## src/rtl/conv_seq_ctrl_if.sv

```systemverilog
// Handshake bundle for conv_seq_ctrl: operand load/start on one side, result stream on the other.
interface conv_seq_ctrl_if #(
    parameter int unsigned N  = 9,
    parameter int unsigned DW = 4,
    parameter int unsigned OW = 12
);
    logic            start;
    logic [N*DW-1:0] a_in;
    logic [N*DW-1:0] b_in;
    logic            busy;
    logic            out_valid;
    logic            out_ready;
    logic [OW-1:0]   out_data;
    logic [4:0]      out_idx;
    logic            done;

    modport master (
        output start, a_in, b_in, out_ready,
        input  busy, out_valid, out_data, out_idx, done
    );

    modport slave (
        input  start, a_in, b_in, out_ready,
        output busy, out_valid, out_data, out_idx, done
    );
endinterface

```

## src/rtl/conv_seq_ctrl.sv

```systemverilog
// Sequencer for 1-D linear convolution: one shared DW x DW multiply-accumulate walks all
// 2N-1 output terms and streams each finished term out over a valid/ready handshake.
module conv_seq_ctrl #(
    parameter int unsigned N  = 9,
    parameter int unsigned DW = 4,
    parameter int unsigned OW = 12
) (
    input logic            clk,
    input logic            rst,
    conv_seq_ctrl_if.slave bus
);
    localparam int unsigned   KW       = (N > 1) ? $clog2(N) : 1;
    localparam int unsigned   IW       = 5;
    localparam logic [IW-1:0] LAST_IDX = IW'(2 * N - 2);

    typedef enum logic [1:0] {S_IDLE, S_COMPUTE, S_OUT, S_DONE} state_e;

    state_e        state_q, state_d;
    logic [DW-1:0] a_q [N];
    logic [DW-1:0] a_d [N];
    logic [DW-1:0] b_q [N];
    logic [DW-1:0] b_d [N];
    logic [IW-1:0] n_q, n_d;
    logic [KW-1:0] k_q, k_d;
    logic [OW-1:0] acc_q, acc_d;
    logic [OW-1:0] out_data_q, out_data_d;
    logic [IW-1:0] out_idx_q, out_idx_d;

    logic [KW-1:0]   b_idx;
    logic [2*DW-1:0] prod;
    logic [OW-1:0]   acc_sum;

    // Valid k range for term n: both a[k] and b[n-k] must fall inside 0..N-1.
    function automatic logic [KW-1:0] kmin_f(input logic [IW-1:0] n);
        if (n >= IW'(N)) return KW'(n - IW'(N - 1));
        return '0;
    endfunction

    function automatic logic [KW-1:0] kmax_f(input logic [IW-1:0] n);
        if (n >= IW'(N - 1)) return KW'(N - 1);
        return KW'(n);
    endfunction

    assign b_idx   = KW'(n_q - IW'(k_q));
    assign prod    = a_q[k_q] * b_q[b_idx];
    assign acc_sum = acc_q + OW'(prod);

    always_comb begin
        state_d    = state_q;
        a_d        = a_q;
        b_d        = b_q;
        n_d        = n_q;
        k_d        = k_q;
        acc_d      = acc_q;
        out_data_d = out_data_q;
        out_idx_d  = out_idx_q;
        unique case (state_q)
            S_IDLE: begin
                if (bus.start) begin
                    for (int unsigned i = 0; i < N; i++) begin
                        a_d[i] = bus.a_in[(N - i) * DW - 1 -: DW];
                        b_d[i] = bus.b_in[(N - i) * DW - 1 -: DW];
                    end
                    n_d     = '0;
                    k_d     = kmin_f('0);
                    acc_d   = '0;
                    state_d = S_COMPUTE;
                end
            end
            S_COMPUTE: begin
                acc_d = acc_sum;
                if (k_q == kmax_f(n_q)) begin
                    out_data_d = acc_sum;
                    out_idx_d  = n_q;
                    state_d    = S_OUT;
                end else begin
                    k_d = k_q + KW'(1);
                end
            end
            S_OUT: begin
                if (bus.out_ready) begin
                    if (n_q == LAST_IDX) begin
                        state_d = S_DONE;
                    end else begin
                        n_d     = n_q + IW'(1);
                        k_d     = kmin_f(n_q + IW'(1));
                        acc_d   = '0;
                        state_d = S_COMPUTE;
                    end
                end
            end
            S_DONE: state_d = S_IDLE;
            default: state_d = S_IDLE;
        endcase
    end

    always_ff @(posedge clk) begin
        if (rst) begin
            state_q    <= S_IDLE;
            n_q        <= '0;
            k_q        <= '0;
            acc_q      <= '0;
            out_data_q <= '0;
            out_idx_q  <= '0;
            for (int unsigned i = 0; i < N; i++) begin
                a_q[i] <= '0;
                b_q[i] <= '0;
            end
        end else begin
            state_q    <= state_d;
            n_q        <= n_d;
            k_q        <= k_d;
            acc_q      <= acc_d;
            out_data_q <= out_data_d;
            out_idx_q  <= out_idx_d;
            a_q        <= a_d;
            b_q        <= b_d;
        end
    end

    assign bus.busy      = (state_q != S_IDLE);
    assign bus.out_valid = (state_q == S_OUT);
    assign bus.done      = (state_q == S_DONE);
    assign bus.out_data  = out_data_q;
    assign bus.out_idx   = out_idx_q;
endmodule
```

## src/flat_wrapper.sv

```systemverilog
// flat-port wrapper written by rule: the top's interface ports become plain ports
module conv_seq_ctrl_flat 
#(
    parameter int unsigned N  = 9,
    parameter int unsigned DW = 4,
    parameter int unsigned OW = 12
)
  (clk, rst, bus_start, bus_a_in, bus_b_in, bus_out_ready, bus_busy, bus_out_valid, bus_out_data, bus_out_idx, bus_done);
  conv_seq_ctrl_if #(.N(N), .DW(DW), .OW(OW)) bus_i ();
  input logic clk;
  input logic rst;
  input wire logic [$bits(bus_i.start)-1:0] bus_start;
  input wire logic [$bits(bus_i.a_in)-1:0] bus_a_in;
  input wire logic [$bits(bus_i.b_in)-1:0] bus_b_in;
  input wire logic [$bits(bus_i.out_ready)-1:0] bus_out_ready;
  output wire logic [$bits(bus_i.busy)-1:0] bus_busy;
  output wire logic [$bits(bus_i.out_valid)-1:0] bus_out_valid;
  output wire logic [$bits(bus_i.out_data)-1:0] bus_out_data;
  output wire logic [$bits(bus_i.out_idx)-1:0] bus_out_idx;
  output wire logic [$bits(bus_i.done)-1:0] bus_done;
  assign bus_i.start = bus_start;
  assign bus_i.a_in = bus_a_in;
  assign bus_i.b_in = bus_b_in;
  assign bus_i.out_ready = bus_out_ready;
  assign bus_busy = bus_i.busy;
  assign bus_out_valid = bus_i.out_valid;
  assign bus_out_data = bus_i.out_data;
  assign bus_out_idx = bus_i.out_idx;
  assign bus_done = bus_i.done;
  conv_seq_ctrl #(.N(N), .DW(DW), .OW(OW)) u_core (.clk(clk), .rst(rst), .bus(bus_i));
endmodule
```

## config.mk

```make
export PLATFORM = sky130hd
export DESIGN_NAME = conv_seq_ctrl_flat
export DESIGN_NICKNAME = d
export VERILOG_FILES = /design/src/rtl/conv_seq_ctrl_if.sv /design/src/rtl/conv_seq_ctrl.sv /design/src/flat_wrapper.sv
export SDC_FILE = /design/constraint.sdc
export NUM_CORES = 1
export LEC_CHECK = 0
export CORE_MARGIN = 2
export CORE_UTILIZATION = 45
export CTS_CLUSTER_SIZE = 14
export DETAILED_ROUTE_END_ITERATION = 8
export GPL_TIMING_DRIVEN = 0
export PLACE_DENSITY = 0.72
export SYNTH_ARGS = -nofsm -noshare
export SYNTH_HDL_FRONTEND = slang
export SYNTH_SLANG_ARGS = --single-unit
```

## constraint.sdc

```tcl
create_clock -name clk -period 6.11 [get_ports clk]
set_clock_uncertainty 0.2 [all_clocks]
set_input_delay 0.611 -clock clk [delete_from_list [all_inputs] [get_ports clk]]
set_output_delay 0.611 -clock clk [all_outputs]
set_load 0.1 [all_outputs]
```

==> summary.md, run 1 <==
| Metric | Value |
|---|---|
| Fraction of registers with async set or reset after synthesis | 0 |
| Clock root buffer master | sky130_fd_sc_hd__clkbuf_16 |
| Detail-routed via count per cell | 5.28 |
| CP Capture Type | flip-flop |
| Synth cell count leaders | 198 x sky130_fd_sc_hd__nand2_1, 117 x sky130_fd_sc_hd__a21oi_1, 112 x sky130_fd_sc_hd__dfxtp_1 |
| Yosys Warn Count | 0 |
| Portion of the post-synthesis area used by sequential elements | 0.376 |
| DIE WIDTH | 119 microns |
| Wire per inst | 15.0 microns |
| GRT Total Usage | 0.224 |
| Normalized max-slew margin | 0.351 |
| Total placed instance area | 7130 sq um |
| Dpl hpwl | 11500 microns |
| Register Area | 2240 sq um |
| Antenna diode count | 0 |
| Clock edge transition at the registers on the reported setup and hold paths | 0.08 ns |
| Non-Filler Instances | 1020 |
| Initial standard-cell utilization of the core | 0.456 |
| Fraction of post-synthesis cell area in the top cell type by area | 0.376 |
| Clock latency on the worst-skew pair | 0.36 ns |
| Number of inserted filler cells in the final layout | 1234 |
| Utilization of the core after routing | 0.570 |
| Largest delay share family, worst path | adder cells |
| Largest net degree at the start of global routing | 19 |
| FF-to-FF Start | u_core.n_q[0] |
| GRT overflow | 0 |
| CORE AREA | 13100 sq um |
| Number of I/O port buffers | 94 |
| Maximum buffer depth of the clock tree | 2 |
| First-pass GRT wire length | 25300 microns |
| Dominant cells by area after synthesis | sky130_fd_sc_hd__dfxtp_1 38%, sky130_fd_sc_hd__nand2_1 12%, sky130_fd_sc_hd__a21oi_1 9.8% |
| Number of max-slew violations in the final report | 0 |
| Synthesized netlist cell count | 731 |
| Worst supply voltage drop on vdd | 135 uV |
| Summed instance area of the synthesized netlist | 5960 sq um |
| Share of total power in sequential cells | 0.372 |
| Part of the total power dissipated in the clock network | 0.238 |
| Routed Antenna Nets | 0 |
| Buffer and inverter count on the worst path | 4 |
| Run status | finished clean |
| Mean instance size in the synthesized netlist | 8.16 sq um |
| Total Power | 2.42 mW |
| Most frequently used cell type in the post-synthesis netlist | sky130_fd_sc_hd__nand2_1 |
| Maximum clock frequency | 0.171 GHz |
| Total power per unit cell area | 324 nW/um^2 |
| CTS tree | done |
| Share of total power consumed by net switching | 0.400 |
| Post-synthesis to final-layout area growth | 25.0% |
| Cell Int Power | 1.45 mW |
| Slowest-stage cell, CP | sky130_fd_sc_hd__mux4_2 |
| Proportion of layout cells with a drive suffix above 1 | 0.0806 |
| Vias in the first global route | 5276 |
| Count of unresolved DRC violations after routing | 0 |
| Final worst-path setup slack | 0.262 ns |
| Setup repair after global routing missed its margin | no |
| Actual transition at the worst max-transition pin | 0.970 ns |
| Comb pwr share | 0.390 |
| Top-level port count | 96 |
| Power dissipated by switching net loads | 966 uW |
| Setup violation total in the final timing report | 0 |
| Static Leak | 2.80 nW |
| Count of maximum capacitance violations | 0 |
| Multi-input combinational cell area | 3390 sq um |
| Crit path required time | 6.20 ns |
| RD Place Congestion | 0.872 |
| Clock sink count | 112 |
| Worst path arrival time | 5.93 ns |
| CTS H-tree depth | 3 |
| Most area-hungry cell type in the Yosys netlist | sky130_fd_sc_hd__dfxtp_1 |
| FF+latch count, synth | 112 |
| Antenna violations before repair | 0 |
| Number of enable flip-flop cells after synthesis | 0 |
| Count of final hold-check violations | 0 |
| Cell area after layout | 7450 sq um |
| Most frequent CP cell | sky130_fd_sc_hd__fa_1 |
| Launching element type of the critical path | flip-flop |
| First-pass iteration count of the detailed router | 5 |
| Origin of the worst setup path | u_core.n_q[0] |
| Die footprint | 14200 sq um |
| Final worst-path cycle share | 0.957 |
| Post-synthesis net count | 845 |
| Post-Route Setup TNS | 0 ns |
| Total vias in the final route | 5389 |
| Row count | 42 |
| Most instantiated flip-flop cell in the synthesis netlist | sky130_fd_sc_hd__dfxtp_1 |
| Pre-CTS worst setup slack | 0.0547 ns |
| Count of placed standard cells including taps | 1001 |
| Die Y | 119 microns |
| Maximum fanout along the worst path | 9 |
| Iteration-0 DRC count of the detailed router | 289 |
| Crit path kind | flip-flop to flip-flop |
| Type of the tightest min-delay check | flip-flop to flip-flop |
| Worst hold slack after final layout | 0.256 ns |
| Post-layout nets | 953 |
| Unique masters post-synth | 55 |
| Number of buffers added by the clock tree synthesis step | 9 |
| Origin of the worst min-delay path | u_core.bus.out_data[4] |
| Slowest Stage Delay on Critical Path | 0.53 ns |
| Cells traversed along the worst timing path | clkbuf_4, inv_1, ha_1, fa_1, buf_4, mux4_2, mux2_2, o21ai_2, a21o_1, fa_1, fa_1, fa_1, inv_1, ha_1, o21ai_0, o211ai_1, a32oi_2, or3_1, a31oi_1 |
| DRT Wirelength | 15300 microns |
| Final min period | 5.85 ns |
==> cells in the final DEF (no fill, tap or decap), types with 4 or more instances in the layout <==
cell                              Yosys  layout
sky130_fd_sc_hd__clkbuf_1            28      29
sky130_fd_sc_hd__and3_1               4       4
sky130_fd_sc_hd__nand2_1            198     198
sky130_fd_sc_hd__a21oi_1            117     117
sky130_fd_sc_hd__buf_4                1       5
sky130_fd_sc_hd__inv_1               37      37
sky130_fd_sc_hd__buf_2               11       9
sky130_fd_sc_hd__ha_1                28      28
sky130_fd_sc_hd__clkbuf_16            0       9
sky130_fd_sc_hd__o21ai_0             13      11
sky130_fd_sc_hd__nor3_1               6       6
sky130_fd_sc_hd__nor2b_1              7       7
sky130_fd_sc_hd__mux4_2              16      16
sky130_fd_sc_hd__nand2b_1             5       5
sky130_fd_sc_hd__a21o_1               6       6
sky130_fd_sc_hd__xor2_1              10      10
sky130_fd_sc_hd__dfxtp_1            112     112
sky130_fd_sc_hd__mux2_2               4       4
sky130_fd_sc_hd__clkdlybuf4s50_1      0      94
sky130_fd_sc_hd__fa_1                10      10
sky130_fd_sc_hd__a211oi_1             4       4
sky130_fd_sc_hd__nor2_1              19      19
sky130_fd_sc_hd__nand3_1             21      21
sky130_fd_sc_hd__a21oi_2              5       5
sky130_fd_sc_hd__nand4_1              9       9
sky130_fd_sc_hd__a31oi_1              4       4
==> metal layers <==
| metal | share of wire | up-vias | GRT usage |
|---|---|---|---|
| li1 | - | 2730 | - |
| met5 | 0 | - | 0 |
| met2 | 0.47 | 149 | 0.362 |
| met3 | 0.043 | 13 | 0.0345 |
| met1 | 0.47 | 2497 | 0.304 |
| met4 | 0.017 | 0 | 0.0789 |
==> final cells by class <==
cell class	instances	area share
Multi-Input combinational cell	536	0.455
Sequential cell	112	0.301
Timing Repair Buffer	97	0.129
Clock buffer	11	0.0326
Tap cell	176	0.0295
Buffer	46	0.0292
Inverter	37	0.0186
Clock inverter	5	0.00504
==> path summary, 6_finish.rpt <==
path / endpoint / slack [ns] / cells after the start
worst max-delay path: u_core.acc_q[10] / 0.26 / 19
worst min-delay path: u_core.bus.out_data[4] / 0.26 / 2
worst max register to register: u_core.acc_q[10] / 0.26 / 19
worst min register to register: u_core.bus.out_data[4] / 0.26 / 2
==> worst reg2reg max path: stages (launching register included) <==
cell and delay, ns:
sky130_fd_sc_hd__dfxtp_1 0.34, sky130_fd_sc_hd__clkbuf_4 0.19, sky130_fd_sc_hd__inv_1 0.08, sky130_fd_sc_hd__ha_1 0.22, sky130_fd_sc_hd__fa_1 0.49, sky130_fd_sc_hd__buf_4 0.19, sky130_fd_sc_hd__mux4_2 0.53, sky130_fd_sc_hd__mux2_2 0.29
sky130_fd_sc_hd__o21ai_2 0.10, sky130_fd_sc_hd__a21o_1 0.17, sky130_fd_sc_hd__fa_1 0.45, sky130_fd_sc_hd__fa_1 0.53, sky130_fd_sc_hd__fa_1 0.51, sky130_fd_sc_hd__inv_1 0.04, sky130_fd_sc_hd__ha_1 0.33, sky130_fd_sc_hd__o21ai_0 0.11
sky130_fd_sc_hd__o211ai_1 0.31, sky130_fd_sc_hd__a32oi_2 0.19, sky130_fd_sc_hd__or3_1 0.34, sky130_fd_sc_hd__a31oi_1 0.16
==> flip-flops by register name, summed over array words and instances, names as in the netlist <==
register and flops:
u_core.n_q 5, u_core.a_q 36, u_core.state_q 2, u_core.b_q 36, u_core.k_q 4, u_core.bus.out_idx 5, u_core.bus.out_data 12, u_core.acc_q 12
==> power by group through the flow <==
stage	clock, mW	combinational [mW]	sequential, mW
4_1_cts	0.585	0.937	0.899
6_report	0.574	0.944	0.899
2_1_floorplan	0	0.604	0.975
3_3_place_gp	0	0.926	0.911
3_5_place_dp	0	0.932	0.916
5_1_grt	0.615	1.03	0.913
==> timing repair <==
| item | CTS | global route |
|---|---|---|
| resized for setup | 0 | 9 |
| setup buffers | 0 | 3 |
| hold buffers | 0 | 0 |
| setup endpoints to repair | 0 | 13 |
| endpoints found under the hold margin | 0 | 0 |
==> logic make-up (layout without fill, tap and decap cells) <==
family / Yosys count / in the layout / synth area share
adders and majority gates: 38 / 38 / 0.0923
and+or+nand+nor: 286 / 286 / 0.209
xor gates and xnor gates: 12 / 12 / 0.0176
AOI/OAI and AO/OA: 180 / 180 / 0.179
DFF: 112 / 112 / 0.376
muxes: 20 / 20 / 0.0680
buffers and inverters: 83 / 196 / 0.0589
No activity file was read; power rests on OpenSTA's default activity.
==> run 2: changes to the inputs <==
--- a/config.mk
+++ b/config.mk
@@ -10,6 +10,7 @@
 export CTS_CLUSTER_SIZE = 14
 export DETAILED_ROUTE_END_ITERATION = 8
 export GPL_TIMING_DRIVEN = 0
+export HOLD_SLACK_MARGIN = 0.1
 export PLACE_DENSITY = 0.72
 export SYNTH_ARGS = -nofsm -noshare
 export SYNTH_HDL_FRONTEND = slang
==> constraint.sdc (replaced) <==
create_clock -name clk -period 6.4 [get_ports clk]
set_clock_uncertainty 0.2 [all_clocks]
set_input_delay 0.64 -clock clk [delete_from_list [all_inputs] [get_ports clk]]
set_output_delay 0.64 -clock clk [all_outputs]
set_load 0.1 [all_outputs]
==> summary.md, run 2 (synthesis results as in run 1) <==
| Metric | Value |
|---|---|
| Die Y | 119 microns (unchanged) |
| Endpoint of the most critical register-to-register path | u_core.acc_q[10] (unchanged) |
| Depth of the worst register-to-register path | 19 (unchanged) |
| Top Registers | u_core.a_q x36, u_core.b_q x36 (unchanged) |
| Pre-CTS worst setup slack | 0.345 ns (was 0.0547 ns) |
| Row count | 42 (unchanged) |
| Dpl hpwl | 11500 microns (unchanged) |
| Total Power | 2.30 mW (was 2.42 mW) |
| Setup violation total in the final timing report | 0 (unchanged) |
| Crit path kind | flip-flop to flip-flop (unchanged) |
| RD Place Congestion | 0.872 (unchanged) |
| Post-layout nets | 950 (was 953) |
| Count of placed standard cells including taps | 1001 (unchanged) |
| Final worst-path setup slack | 0.337 ns (was 0.262 ns) |
| First-pass GRT wire length | 25300 microns (unchanged) |
| Actual transition at the worst max-transition pin | 0.970 ns (about the same) |
| Setup repair after global routing missed its margin | no (unchanged) |
| DRT Wirelength | 15200 microns (was 15300 microns) |
| Die footprint | 14200 sq um (unchanged) |
| Routed Antenna Nets | 0 (unchanged) |
| Antenna violations before repair | 0 (unchanged) |
| CP Capture Type | flip-flop (unchanged) |
| Routed length on met1 | 7190 microns (was 7220 microns) |
| Cells traversed along the worst timing path | buf_2, inv_1, ha_1, fa_1, clkbuf_4, mux4_2, mux2_2, o21ai_0, a21o_1, fa_1, fa_1, fa_1, inv_1, ha_1, o21ai_0, o211ai_1, a32oi_1, or3_1, a31oi_1 (was clkbuf_4, inv_1, ha_1, fa_1, buf_4, mux4_2, mux2_2, o21ai_2, a21o_1, fa_1, fa_1, fa_1, inv_1, ha_1, o21ai_0, o211ai_1, a32oi_2, or3_1, a31oi_1) |
| Slowest Stage Delay on Critical Path | 0.53 ns (about the same) |
| Maximum buffer depth of the clock tree | 2 (unchanged) |
| Most common cell after layout, fill and taps aside | sky130_fd_sc_hd__nand2_1 (unchanged) |
| Largest net degree at the start of global routing | 19 (unchanged) |
| Setup slack of the most critical reg-to-reg path | 0.34 ns (was 0.26 ns) |
| Count of unresolved DRC violations after routing | 0 (unchanged) |
| Hold Buf Count CTS | 0 (unchanged) |
| Clock latency on the worst-skew pair | 0.36 ns (about the same) |
| Antenna diode count | 0 (unchanged) |
| Count of final hold-check violations | 0 (unchanged) |
| Worst Hold Path EP | u_core.bus.out_data[4] (unchanged) |
| Initial standard-cell utilization of the core | 0.456 (unchanged) |
| Buffer and inverter count on the worst path | 4 (unchanged) |
| CORE AREA | 13100 sq um (unchanged) |
| Type of the tightest min-delay check | flip-flop to flip-flop (unchanged) |
| Crit path required time | 6.49 ns (was 6.20 ns) |
| Number of inserted filler cells in the final layout | 1247 (was 1234) |
| Wire per inst | 14.9 microns (was 15.0 microns) |
| Detail-routed via count per cell | 5.27 (was 5.28) |
| Post-Route Setup TNS | 0 ns (unchanged) |
| Final min period | 6.06 ns (was 5.85 ns) |
| Clock root buffer master | sky130_fd_sc_hd__clkbuf_16 (unchanged) |
| Sum of met3 wire segment lengths after detailed routing | 653 microns (was 664 microns) |
| Clock edge transition at the registers on the reported setup and hold paths | 0.07 ns (was 0.08 ns) |
| Static Leak | 2.76 nW (was 2.80 nW) |
| Most frequent CP cell | sky130_fd_sc_hd__fa_1 (unchanged) |
| CTS H-tree depth | 3 (unchanged) |
| Number of buffers added by the clock tree synthesis step | 9 (unchanged) |
| Final worst-path cycle share | 0.947 (was 0.957) |
| Top-level port count | 96 (unchanged) |
| GRT overflow | 0 (unchanged) |
| Worst hold slack after final layout | 0.256 ns (about the same) |
| Slowest-stage cell, CP | sky130_fd_sc_hd__mux4_2 (unchanged) |
| Vias in the first global route | 5276 (unchanged) |
| Normalized max-slew margin | 0.351 (about the same) |
| Maximum clock frequency | 0.165 GHz (was 0.171 GHz) |
| Launching element type of the critical path | flip-flop (unchanged) |
| CTS tree | done (unchanged) |
| Number of cells on the worst hold path | 2 (unchanged) |
| Total placed instance area | 7130 sq um (unchanged) |
| Highest metal layer used by the detailed router | met4 (unchanged) |
| Number of I/O port buffers | 94 (unchanged) |
| Largest delay share family, worst path | adder cells (unchanged) |
| Proportion of layout cells with a drive suffix above 1 | 0.0725 (was 0.0806) |
| Clock sink count | 112 (unchanged) |
| GRT Total Usage | 0.224 (unchanged) |
| First-pass iteration count of the detailed router | 5 (unchanged) |
| Post-synthesis to final-layout area growth | 24.2% (was 25.0%) |
| Iteration-0 DRC count of the detailed router | 264 (was 289) |
| FF-to-FF Start | u_core.n_q[0] (unchanged) |
| Worst path arrival time | 6.15 ns (was 5.93 ns) |
| Utilization of the core after routing | 0.566 (was 0.570) |
| Number of max-slew violations in the final report | 0 (unchanged) |
| Total power per unit cell area | 311 nW/um^2 (was 324 nW/um^2) |
| Maximum fanout along the worst path | 9 (unchanged) |
| Detail Route met2 WL | 7060 microns (was 7140 microns) |
| Most frequent cells in the layout | 198 x sky130_fd_sc_hd__nand2_1, 117 x sky130_fd_sc_hd__a21oi_1, 112 x sky130_fd_sc_hd__dfxtp_1 (unchanged) |
| DIE WIDTH | 119 microns (unchanged) |
| Cell area after layout | 7410 sq um (was 7450 sq um) |
| Origin of the worst min-delay path | u_core.bus.out_data[4] (unchanged) |
| Total vias in the final route | 5364 (was 5389) |
| Non-Filler Instances | 1017 (was 1020) |
| Count of maximum capacitance violations | 0 (unchanged) |
| Run status | finished clean (unchanged) |
| Worst supply voltage drop on vdd | 129 uV (was 135 uV) |
run 2: cell types whose count changed in the layout (fill, tap and decap cells not counted), sizes merged:
| cell | delta |
|---|---|
| buf | -3 |
run 2: layout make-up:
cell class | instances | area, sq um | share of cell area
sequential | 112 | 2240 | 0.303
clock inverter | 5 | 37.5 | 0.00507
timing repair buffer | 94 | 941 | 0.127
multi-input combinational | 536 | 3370 | 0.455
clock buffer | 11 | 243 | 0.0328
tap | 176 | 220 | 0.0297
buffer | 46 | 215 | 0.0290
inverter | 37 | 139 | 0.0187
run 2: power by group:
part           internal, mW  switching [mW]  leakage, nW
logic                 0.306           0.590         1.71
clock network         0.278           0.270        0.133
registers             0.799          0.0588        0.914
total                  1.38           0.918         2.76
run 2: layer usage:
| metal | global-route usage | vias to the layer above |
|---|---|---|
| met3 | 0.0345 | 15 |
| met1 | 0.304 | 2490 |
| met5 | 0 | - |
| met2 | 0.362 | 140 |
| met4 | 0.0789 | 0 |
| li1 | - | 2719 |
run 2: worst max path at each step:
stage / from / cells past startpoint / endpoint / slack [ns]
5_1_grt: u_core.n_q[0] / 19 / u_core.acc_q[10] / 0.04
4_1_cts: u_core.n_q[0] / 19 / u_core.acc_q[10] / 0.31
2_1_floorplan: u_core.n_q[0] / 19 / u_core.acc_q[10] / 0.89
3_5_place_dp: u_core.n_q[0] / 19 / u_core.acc_q[10] / 0.34
3_3_place_gp: u_core.n_q[0] / 19 / u_core.acc_q[10] / 0.39
6_report: u_core.n_q[0] / 19 / u_core.acc_q[10] / 0.34
run 2: worst min-delay path, delay by kind of cell, from the launching register on:
family           cells  cell delay [ns]
AO/OA/AOI/OAI        1             0.05
flip-flops           1             0.31
AND/OR/NAND/NOR      1             0.05
run 2: what timing repair did:
item                       4_1_cts  5_1_grt
resized for setup                0        1
buffers inserted                 0        0
setup endpoints to repair        0        3
==> run 3: changes to the inputs <==
--- a/config.mk
+++ b/config.mk
@@ -11,7 +11,7 @@
 export DETAILED_ROUTE_END_ITERATION = 8
 export GPL_TIMING_DRIVEN = 0
 export HOLD_SLACK_MARGIN = 0.1
-export PLACE_DENSITY = 0.72
+export PLACE_DENSITY = 0.73
 export SYNTH_ARGS = -nofsm -noshare
 export SYNTH_HDL_FRONTEND = slang
 export SYNTH_SLANG_ARGS = --single-unit
==> summary.md, run 3 (synthesis results as in run 1) <==
| Metric | Value |
|---|---|
| Die footprint | 14200 sq um (unchanged) |
| Total vias in the final route | 5464 (was 5364) |
| Worst supply voltage drop on vdd | 160 uV (was 129 uV) |
| Dpl hpwl | 11400 microns (was 11500 microns) |
| Number of I/O port buffers | 94 (unchanged) |
| Iteration-0 DRC count of the detailed router | 334 (was 264) |
| Post-Route Setup TNS | 0 ns (unchanged) |
| FF-to-FF Start | u_core.n_q[0] (unchanged) |
| Setup repair after global routing missed its margin | no (unchanged) |
| Register Area | 2240 sq um (unchanged) |
| Post-synthesis to final-layout area growth | 24.5% (was 24.2%) |
| CTS H-tree depth | 3 (unchanged) |
| Routed Antenna Nets | 0 (unchanged) |
| Setup violation total in the final timing report | 0 (unchanged) |
| Depth of the worst register-to-register path | 19 (unchanged) |
| Crit path kind | flip-flop to flip-flop (unchanged) |
| Top Registers | u_core.a_q x36, u_core.b_q x36 (unchanged) |
| Die Y | 119 microns (unchanged) |
| Type of the tightest min-delay check | flip-flop to flip-flop (unchanged) |
| RD Place Congestion | 0.893 (was 0.872) |
| Post-layout nets | 951 (was 950) |
| Row count | 42 (unchanged) |
| CTS tree | done (unchanged) |
| Clock sink count | 112 (unchanged) |
| Maximum buffer depth of the clock tree | 2 (unchanged) |
| Crit path required time | 6.49 ns (about the same) |
| Utilization of the core after routing | 0.568 (was 0.566) |
| First-pass GRT wire length | 25200 microns (was 25300 microns) |
| Count of maximum capacitance violations | 0 (unchanged) |
| Most frequent cells in the layout | 198 x sky130_fd_sc_hd__nand2_1, 117 x sky130_fd_sc_hd__a21oi_1, 112 x sky130_fd_sc_hd__dfxtp_1 (unchanged) |
| Setup slack of the most critical reg-to-reg path | 0.32 ns (was 0.34 ns) |
| Largest net degree at the start of global routing | 21 (was 19) |
| Multi-input combinational cell area | 3380 sq um (was 3370 sq um) |
| Number of max-slew violations in the final report | 0 (unchanged) |
| CORE AREA | 13100 sq um (unchanged) |
| Clock root buffer master | sky130_fd_sc_hd__clkbuf_16 (unchanged) |
| DIE WIDTH | 119 microns (unchanged) |
| Vias in the first global route | 5203 (was 5276) |
| Hold Buf Count CTS | 0 (unchanged) |
| Normalized max-slew margin | 0.350 (was 0.351) |
| Wire per inst | 14.8 microns (was 14.9 microns) |
| Endpoint of the most critical register-to-register path | u_core.acc_q[11] (was u_core.acc_q[10]) |
| GRT Total Usage | 0.221 (was 0.224) |
| Critical path endpoint | u_core.acc_q[11] (was u_core.acc_q[10]) |
| Initial standard-cell utilization of the core | 0.456 (unchanged) |
| Clock edge transition at the registers on the reported setup and hold paths | 0.08 ns (was 0.07 ns) |
| Number of buffers added by the clock tree synthesis step | 9 (unchanged) |
| CP Capture Type | flip-flop (unchanged) |
| Clock latency on the worst-skew pair | 0.36 ns (about the same) |
| Count of final hold-check violations | 0 (unchanged) |
| Final worst-path cycle share | 0.950 (was 0.947) |
| Run status | finished clean (unchanged) |
| First-pass iteration count of the detailed router | 5 (unchanged) |
| Antenna violations before repair | 0 (unchanged) |
| Detail-routed via count per cell | 5.37 (was 5.27) |
| Number of inserted filler cells in the final layout | 1243 (was 1247) |
| Actual transition at the worst max-transition pin | 0.971 ns (was 0.970 ns) |
| Origin of the worst setup path | u_core.n_q[0] (unchanged) |
| Number of cells on the worst hold path | 2 (unchanged) |
| Static Leak | 2.79 nW (was 2.76 nW) |
| Top-level port count | 96 (unchanged) |
| Count of unresolved DRC violations after routing | 0 (unchanged) |
| Maximum clock frequency | 0.164 GHz (was 0.165 GHz) |
| Proportion of layout cells with a drive suffix above 1 | 0.0748 (was 0.0725) |
| Most common cell after layout, fill and taps aside | sky130_fd_sc_hd__nand2_1 (unchanged) |
| DRT Wirelength | 15100 microns (was 15200 microns) |
| Antenna diode count | 0 (unchanged) |
| Total power per unit cell area | 311 nW/um^2 (about the same) |
| Origin of the worst min-delay path | u_core.bus.out_data[7] (was u_core.bus.out_data[4]) |
| Worst path arrival time | 6.17 ns (was 6.15 ns) |
| Final min period | 6.08 ns (was 6.06 ns) |
| Launching element type of the critical path | flip-flop (unchanged) |
| Maximum fanout along the worst path | 9 (unchanged) |
| GRT overflow | 0 (unchanged) |
[run 3: worst min path at each step]
stage	endpoint	slack, ns
finish	u_core.bus.out_data[7]	0.26
global route	u_core.bus.out_data[7]	0.27
CTS	u_core.a_q[23]	0.26
detailed placement	u_core.a_q[23]	0.25
global placement	u_core.b_q[18]	0.24
floorplan	u_core.acc_q[3]	0.23
[run 3: worst max-delay path: stages, from the launching register on]
cell	delay, ns
sky130_fd_sc_hd__dfxtp_1	0.33
sky130_fd_sc_hd__buf_2	0.21
sky130_fd_sc_hd__inv_1	0.10
sky130_fd_sc_hd__ha_1	0.22
sky130_fd_sc_hd__fa_1	0.47
sky130_fd_sc_hd__buf_2	0.26
sky130_fd_sc_hd__mux4_2	0.54
sky130_fd_sc_hd__mux2_2	0.28
sky130_fd_sc_hd__o21ai_0	0.20
sky130_fd_sc_hd__a21o_1	0.21
sky130_fd_sc_hd__fa_1	0.45
sky130_fd_sc_hd__fa_1	0.52
sky130_fd_sc_hd__fa_1	0.51
sky130_fd_sc_hd__inv_1	0.04
sky130_fd_sc_hd__ha_1	0.33
sky130_fd_sc_hd__a21oi_1	0.11
sky130_fd_sc_hd__o2111ai_1	0.29
sky130_fd_sc_hd__nand4_1	0.21
sky130_fd_sc_hd__or3_1	0.35
sky130_fd_sc_hd__a31oi_1	0.15
[run 3: what timing repair did]
item | in CTS | in global routing
resized for setup | 0 | 1
buffers inserted | 0 | 1
endpoints found under the hold margin | 0 | 0
setup endpoints to repair | 0 | 2
[run 3: metal layers]
metal / up-vias / track usage / part of all wire
met5: - / 0 / 0
met4: 0 / 0.0923 / 0.029
met2: 190 / 0.347 / 0.45
met1: 2520 / 0.301 / 0.46
li1: 2726 / - / -
met3: 28 / 0.0350 / 0.059
[run 3: power breakdown]
part	switching [mW]	total, mW	internal, mW
Sequential	0.0589	0.858	0.799
Clock	0.285	0.560	0.276
Combinational	0.587	0.892	0.305
Total	0.931	2.31	1.38
[run 3: per-stage QoR]
stage | area (sq um) | std cells | setup WS [ns] | hold slack [ns] | power (mW)
finish | 7430 | 1018 | 0.317 | 0.255 | 2.31
global route | 7430 | 1018 | 0.00449 | 0.273 | 2.45
CTS | 7410 | 1017 | 0.328 | 0.257 | 2.32
detailed placement | 7130 | 1001 | 0.366 | 0.246 | 1.76
global placement | 7130 | 1001 | 0.395 | 0.240 | 1.75
floorplan | 5960 | 731 | 0.894 | 0.232 | 1.51
[run 3: final cells by class]
| class | instances | area share |
|---|---|---|
| clock buffer | 10 | 0.0308 |
| timing repair buffer | 95 | 0.128 |
| multi-input combinational | 536 | 0.455 |
| clock inverter | 6 | 0.00775 |
| sequential | 112 | 0.302 |
| inverter | 37 | 0.0187 |
| tap | 176 | 0.0296 |
| buffer | 46 | 0.0286 |
